<file path="config.mk">
export PLATFORM = sky130hd
export DESIGN_NAME = i2c_access_sched
export DESIGN_NICKNAME = d
export VERILOG_FILES = /design/src/rtl/i2c_access_sched.sv
export SDC_FILE = /design/constraint.sdc
export NUM_CORES = 1
export LEC_CHECK = 0
export CAP_MARGIN = 20
export CORE_AREA = 2 2 136 138
export DETAILED_ROUTE_END_ITERATION = 7
export DIE_AREA = 0 0 138 140
export HOLD_SLACK_MARGIN = 0.06
export PLACE_DENSITY_LB_ADDON = 0.3
export SETUP_SLACK_MARGIN = 0.5
export SYNTH_ARGS = -nofsm -noshare
export SYNTH_HDL_FRONTEND = slang
export SYNTH_SLANG_ARGS = --single-unit
export TNS_END_PERCENT = 20
</file>
<file path="constraint.sdc">
create_clock -name i_clk -period 8.2 [get_ports i_clk]
set_input_delay 2.46 -clock i_clk [delete_from_list [all_inputs] [get_ports i_clk]]
set_output_delay 2.46 -clock i_clk [all_outputs]
set_load 0.1 [all_outputs]
</file>
<file path="src/rtl/i2c_access_sched.sv">
// Arbiter/sequencer sharing one I2C master between host register accesses and a
// periodic 11-byte sensor poll, with a per-transaction watchdog.
module i2c_access_sched #(
  parameter int unsigned POLL_PERIOD = 500000,
  parameter int unsigned TIMEOUT_CYC = 200000,
  parameter logic [2:0]  CLK_RATE    = 3'd6
) (
  input  logic        i_clk,
  input  logic        i_rst,
  input  logic        i_host_req,
  input  logic        i_host_rw,
  input  logic        i_host_burst,
  input  logic [6:0]  i_host_dev,
  input  logic [7:0]  i_host_reg,
  input  logic [7:0]  i_host_wdata,
  output logic        o_host_ack,
  output logic        o_host_done,
  output logic        o_host_err,
  input  logic        i_poll_en,
  input  logic [6:0]  i_poll_dev,
  input  logic [7:0]  i_poll_reg,
  output logic [87:0] o_poll_data,
  output logic        o_poll_valid,
  output logic [7:0]  o_poll_overrun,
  output logic [31:0] o_ctrl,
  output logic [6:0]  o_dev_addr,
  output logic [7:0]  o_reg_addr,
  output logic [7:0]  o_w_data,
  input  logic [31:0] i_status,
  input  logic [87:0] i_rd_data,
  output logic        o_busy
);

  localparam int unsigned PW = (POLL_PERIOD > 1) ? $clog2(POLL_PERIOD) : 1;
  localparam int unsigned WW = (TIMEOUT_CYC > 1) ? $clog2(TIMEOUT_CYC + 1) : 1;

  typedef enum logic [2:0] {
    S_IDLE, S_GRANT, S_ISSUE, S_BUSY, S_DRAIN, S_DONE
  } state_t;

  state_t         state_q, state_d;
  logic [1:0]     sync1_q, sync2_q;
  logic           fin_prev_q;
  logic [PW-1:0]  ptmr_q, ptmr_d;
  logic           pend_q, pend_d;
  logic [7:0]     ovr_q, ovr_d;
  logic           last_poll_q, last_poll_d;
  logic           gnt_poll_q, gnt_poll_d;
  logic           err_q, err_d;
  logic [WW-1:0]  wd_q, wd_d;
  logic           en_q, en_d;
  logic           rw_q, rw_d;
  logic [1:0]     mode_q, mode_d;
  logic [6:0]     dev_q, dev_d;
  logic [7:0]     reg_q, reg_d;
  logic [7:0]     wdat_q, wdat_d;
  logic [87:0]    pdata_q, pdata_d;

  logic rdy, fin_evt, tick, wd_to, poll_wins;
  logic unused_status;

  assign unused_status = ^i_status[31:2];
  assign rdy     = sync2_q[0];
  assign fin_evt = sync2_q[1] & ~fin_prev_q;
  assign wd_to   = (wd_q == WW'(TIMEOUT_CYC - 1));
  // Round-robin: a pending poll loses only to a host request when the poll went last.
  assign poll_wins = pend_q && (!i_host_req || !last_poll_q);

  always_comb begin
    state_d     = state_q;
    ptmr_d      = ptmr_q;
    pend_d      = pend_q;
    ovr_d       = ovr_q;
    last_poll_d = last_poll_q;
    gnt_poll_d  = gnt_poll_q;
    err_d       = err_q;
    wd_d        = wd_q;
    en_d        = en_q;
    rw_d        = rw_q;
    mode_d      = mode_q;
    dev_d       = dev_q;
    reg_d       = reg_q;
    wdat_d      = wdat_q;
    pdata_d     = pdata_q;
    tick        = 1'b0;

    if (!i_poll_en) begin
      ptmr_d = '0;
    end else if (ptmr_q == PW'(POLL_PERIOD - 1)) begin
      ptmr_d = '0;
      tick   = 1'b1;
    end else begin
      ptmr_d = ptmr_q + 1'b1;
    end

    case (state_q)
      S_IDLE: begin
        if (pend_q || i_host_req) begin
          state_d    = S_GRANT;
          gnt_poll_d = poll_wins;
          if (poll_wins) begin
            pend_d = 1'b0;
            dev_d  = i_poll_dev;
            reg_d  = i_poll_reg;
            wdat_d = '0;
            rw_d   = 1'b1;
            mode_d = 2'b01;
          end else begin
            dev_d  = i_host_dev;
            reg_d  = i_host_reg;
            wdat_d = i_host_wdata;
            rw_d   = i_host_rw;
            mode_d = {1'b0, i_host_burst};
          end
        end
      end
      S_GRANT: begin
        last_poll_d = gnt_poll_q;
        en_d        = 1'b1;
        wd_d        = '0;
        err_d       = 1'b0;
        state_d     = S_ISSUE;
      end
      S_ISSUE: begin
        wd_d = wd_q + 1'b1;
        if (wd_to) begin
          en_d = 1'b0; err_d = 1'b1; state_d = S_DONE;
        end else if (!rdy) begin
          en_d = 1'b0; state_d = S_BUSY;
        end
      end
      S_BUSY: begin
        wd_d = wd_q + 1'b1;
        if (fin_evt) begin
          state_d = S_DRAIN;
        end else if (wd_to) begin
          err_d = 1'b1; state_d = S_DONE;
        end
      end
      S_DRAIN: begin
        wd_d = wd_q + 1'b1;
        if (rdy) begin
          state_d = S_DONE;
          if (gnt_poll_q) pdata_d = i_rd_data;
        end else if (wd_to) begin
          err_d = 1'b1; state_d = S_DONE;
        end
      end
      default: state_d = S_IDLE;
    endcase

    if (tick) begin
      if (pend_q) begin
        if (ovr_q != 8'hFF) ovr_d = ovr_q + 1'b1;
      end else begin
        pend_d = 1'b1;
      end
    end
  end

  always_ff @(posedge i_clk or posedge i_rst) begin
    if (i_rst) begin
      sync1_q    <= '0;
      sync2_q    <= '0;
      fin_prev_q <= 1'b0;
    end else begin
      sync1_q    <= i_status[1:0];
      sync2_q    <= sync1_q;
      fin_prev_q <= sync2_q[1];
    end
  end

  always_ff @(posedge i_clk or posedge i_rst) begin
    if (i_rst) begin
      state_q     <= S_IDLE;
      ptmr_q      <= '0;
      pend_q      <= 1'b0;
      ovr_q       <= '0;
      last_poll_q <= 1'b0;
      gnt_poll_q  <= 1'b0;
      err_q       <= 1'b0;
      wd_q        <= '0;
      en_q        <= 1'b0;
      rw_q        <= 1'b0;
      mode_q      <= '0;
      dev_q       <= '0;
      reg_q       <= '0;
      wdat_q      <= '0;
      pdata_q     <= '0;
    end else begin
      state_q     <= state_d;
      ptmr_q      <= ptmr_d;
      pend_q      <= pend_d;
      ovr_q       <= ovr_d;
      last_poll_q <= last_poll_d;
      gnt_poll_q  <= gnt_poll_d;
      err_q       <= err_d;
      wd_q        <= wd_d;
      en_q        <= en_d;
      rw_q        <= rw_d;
      mode_q      <= mode_d;
      dev_q       <= dev_d;
      reg_q       <= reg_d;
      wdat_q      <= wdat_d;
      pdata_q     <= pdata_d;
    end
  end

  assign o_host_ack     = (state_q == S_GRANT) && !gnt_poll_q;
  assign o_host_done    = (state_q == S_DONE) && !gnt_poll_q;
  assign o_host_err     = o_host_done && err_q;
  assign o_poll_valid   = (state_q == S_DONE) && gnt_poll_q && !err_q;
  assign o_poll_data    = pdata_q;
  assign o_poll_overrun = ovr_q;
  assign o_ctrl         = {25'd0, CLK_RATE, mode_q, rw_q, en_q};
  assign o_dev_addr     = dev_q;
  assign o_reg_addr     = reg_q;
  assign o_w_data       = wdat_q;
  assign o_busy         = (state_q != S_IDLE);

endmodule
</file>
# == Word-level counts from Yosys, hierarchy flattened ==
# Index checks and enable logic that the tools add are counted.
# op_classes
n_addsub,3
n_eq_ne,12
mux,29
bitwise_logic,2
n_reduce_logical,24
# op_table
cell,n
$mux W19,2
$pmux W18 S2,1
$add A19 B1 Y19 const B,1
$eq A19 B19 Y1 const B,1
$add A18 B1 Y18 const B,1
$eq A18 B18 Y1 const B,1
$mux W3,6
$mux W8,2
$pmux W3 S5,1
$mux W1,14
$reduce_and A3 Y1,3
$add A8 B1 Y8 const B,1
$ne A8 B8 Y1 const B,1
$mux W7,1
$eq A3 B2 Y1 const B,2
$eq A3 B3 Y1 const B,2
$logic_and A1 B1 Y1,6
$ne A2 B2 Y1 const B,3
$reduce_and A2 Y1,3
$logic_not A1 Y1,4
$pmux W1 S4,1
$reduce_bool A2 Y1,2
$reduce_bool A4 Y1,1
$eq A3 B1 Y1 const B,1
8 further kinds,9
# word_totals
reg_bits,172
output_inout_bits,156
elab_cells,88

# == Longest topological paths before layout ==
# depth
word_depth,8
mapped_depth,7
ltp_nobuf,5

# == Least setup slack after synthesis ==
# Ideal clock, no wire load.
# synth_path
path_type,flip-flop to output port
start,register state_q[1]
end,output port o_poll_valid
arrival_time_ns,2.924
required_time_ns,5.740
setup_slack_ns,2.816
stages_incl_launch_ff,5
path_cell_list,dfrtp_1 > clkbuf_1 > inv_1 > nand3_1 > nor3b_1
# synth_via
elab_chain_len,3
# synth_rtl
element,line_no,source
start: declaration,41,"state_t state_q, state_d;"
start signal: assignment,191,state_q <= state_d;
$eq A3 B3 Y1,212,assign o_poll_valid = (state_q == S_DONE) && gnt_poll_q && !err_q;
$logic_and A1 B1 Y1 (2 in a row),212,
end: declaration,23,"output logic o_poll_valid,"
# No other way between the ends.

# == Final worst setup path ==
# layout_path
start,register state_q[2]
end,output port o_busy
# layout_via
elab_chain_len,1
# layout_rtl
element,line_no,source
$reduce_bool A3 Y1,219,assign o_busy = (state_q != S_IDLE);
end: declaration,31,output logic o_busy
# No other way between the ends.

==> results.cfg <==
[run_status]
status = complete, no violations

[critical_path]
cp.arrival_ns = 2.65
crit_cells = 3
startpoint_type = flop
crit_buf_inv = 2
crit_fanout = 13
end_kind = output pin
critical_path.cell_chain = nor3_1 > inv_1 > clkdlybuf4s50_1
critPathKind = flop to output pin
crit_required_ns = 5.74
endpoint = o_busy
r2r_cells = 4
regToRegStartpoint = state_q[2]
r2r_slack_ns = 5.08
startpoint = state_q[2]
max_stage_delay_ns = 1.01
r2r-end = o_poll_data[15]
path_delay_family = buffers and inverters
slowest_stage = clkdlybuf4s50_1

[layout]
layout-drive-gt1-share = 0.143
area_delta_synth_final_pct = 43.7
n_antenna_cell = 0
layout.nets = 1057
final_area_um2 = 10800

[sta]
relSlewSlack = 0.283
timing.final.crit_share = 0.624
setup_viol = 0
max_freq_mhz = 196
fin_worst_skew_ns = 0.0110
grt_setup_unrepaired = no
slew_viol_final = 0
finalSetupTns_ns = 0
final_hold_viol_count = 0
post-route-min-period_ns = 5.11
worstMarginPinSlew_ns = 1.07

[flow_run]
maxCapViolations = 0

[clock_tree]
clk_pin_slew_ns = 0.07
cts_hold_buf = 0
cts_resized = 0
post_cts_buffers = 0
cts_buffers = 17
cts_tree = built
clock_latency_ns = 0.43
clkSinkCount = 171
h-tree-depth = 4
root_buffer = clkbuf_16
cts_buffer_depth = 2

[die]
die_width_um = 138
start_util = 0.424
io_pins = 320
fp-row-count = 49
dieArea_um2 = 19300
core_um2 = 17800
chipHeight_um = 140

[yosys]
synth.largest_area_cell = dfrtp_1
syn_area_per_cell_um2 = 11.7
synth_flop_cell = dfrtp_1
ys_seq_elements = 171
synth_top_area_share = 0.568
synth_cells = 641
synth_warnings = 0
yosys-top-cells-area = dfrtp_1 (57%), mux2_2 (13%), buf_4 (3.1%), nand2_1 (2.9%), o21ai_0 (2.7%)
synth-edff-count = 0
post-synth-top-count-cell = dfrtp_1
synth.distinct_cells = 52
async_flop_share = 1.00
yosys-top-cells-count = dfrtp_1 (171), mux2_2 (86), nand2_1 (58)
ys_seq_area_frac = 0.568
netlist_area_um2 = 7530

[route]
drt-vias-per-instance = 4.91
dr.pass1.iters = 4
wl_per_cell_um = 16.4
num_vias = 5558
drt.antenna.violating_nets = 0
drt_iter0_markers = 260
finalWirelength_um = 18600
drc = 0

[placement]
place_area_um2 = 10200
finalWeightedCongestion = 0.777
dpl.hpwl_um = 13500
io_buffers = 260

[power_and_ir_drop]
cellLeakagePower_nw = 4.79
vdd_drop_max_mv = 0.230
power.density_nw_per_um2 = 373

[global_routing]
grt_pass1_wl_um = 29600
grt_usage = 0.193
grt.overflow.total = 0
grt_antenna_before_repair = 0
grt_pass1_vias = 5507
grt_max_degree = 76

[min_path]
hold_path.class = flop to flop
where the power goes:
| group | switching (mW) | internal [mW] |
|---|---|---|
| sequential | 0.115 | 1.02 |
| clock | 0.351 | 0.487 |
| combinational | 1.57 | 0.489 |
| total | 2.03 | 2.00 |
layout make-up:
cell class / count / area, um^2
fillers: 1488 / 6960
flip-flops and latches: 171 / 4280
multi-input cells: 423 / 2950
repair buffers: 265 / 2640
clock buffers: 18 / 429
well taps: 229 / 287
clock inverters: 14 / 183
inverters: 12 / 50.0
flip-flops by register name, indices dropped and copies added (netlist names):
signal          flops
en_q                1
sync2_q             2
err_q               1
o_poll_overrun      8
o_reg_addr          8
gnt_poll_q          1
rw_q                1
state_q             3
pend_q              1
o_w_data            8
sync1_q             2
mode_q              1
fin_prev_q          1
o_dev_addr          7
last_poll_q         1
ptmr_q             19
o_poll_data        88
wd_q               18
worst min-delay path by stage:
stage | startpoint | to | slack (ns) | depth (start not counted)
after detailed placement | sync1_q[0] | sync2_q[0] | 0.37 | 0
after floorplan | sync1_q[0] | sync2_q[0] | 0.33 | 0
after CTS | sync1_q[0] | sync2_q[0] | 0.37 | 0
after global placement | sync1_q[0] | sync2_q[0] | 0.37 | 0
after global routing | sync1_q[0] | sync2_q[0] | 0.40 | 0
final | sync1_q[0] | sync2_q[0] | 0.38 | 0
worst reg2reg max path, stage by stage, from the launching register on:
cell and delay (ns):
dfrtp_1 0.59, nand3_1 0.18, nor3b_2 0.87, buf_4 0.87, mux2_2 0.48
per-layer routing:
| metal | wire length [um] | global-route usage |
|---|---|---|
| met1 | 7640 | 0.234 |
| met2 | 9600 | 0.328 |
| met3 | 821 | 0.0506 |
| met4 | 558 | 0.0822 |
| met5 | 0 | 0 |
logic make-up (layout without fill, tap and decap cells):
logic type      count (synthesis)  in the layout  share of synthesized area
compound gates                 87             87                     0.0695
xor+xnor                       21             21                     0.0244
fa+ha+maj                       3              3                    0.00498
buf+inv                        74            309                     0.0543
flops                         171            171                      0.568
mux                           107            107                      0.157
other cells                     2             29                   0.000997
simple gates                  176            176                      0.120
cells in the final DEF (no fill, tap or decap), types with 3 or more instances in the layout:
cell type and n:
a21oi_1 16, a31oi_1 6, and2_1 4, and3_1 4, and4_1 5, buf_4 5
bufinv_16 3, clkbuf_16 17, clkdlybuf4s50_1 260, conb_1 29, dfrtp_1 171, ha_1 3
inv_1 11, inv_6 6, mux2_1 4, mux2_2 86, mux2i_1 17, nand2_1 58
nand2b_1 4, nand3_1 25, nand4_1 10, nor2_1 26, nor3_1 9, nor4_1 4
o211ai_1 4, o21ai_0 41, o31ai_1 3, or3_1 7, or4_1 8, xnor2_1 9
xor2_1 12
metrics by stage:
| step | hold slack (ns) | power [mW] | util | setup WS [ns] | std cells |
|---|---|---|---|---|---|
| 2_1_floorplan | 0.331 | 2.72 | - | 1.11 | 668 |
| 3_3_place_gp | 0.367 | 3.20 | 0.574 | 3.59 | 1100 |
| 3_5_place_dp | 0.366 | 3.22 | 0.574 | 3.53 | 1100 |
| 4_1_cts | 0.375 | 4.07 | 0.609 | 3.06 | 1132 |
| 5_1_grt | 0.399 | 4.18 | 0.609 | 2.96 | 1132 |
| 6_report | 0.376 | 4.03 | 0.609 | 3.09 | 1132 |
Note: power is estimated with default switching activity, not from simulation.
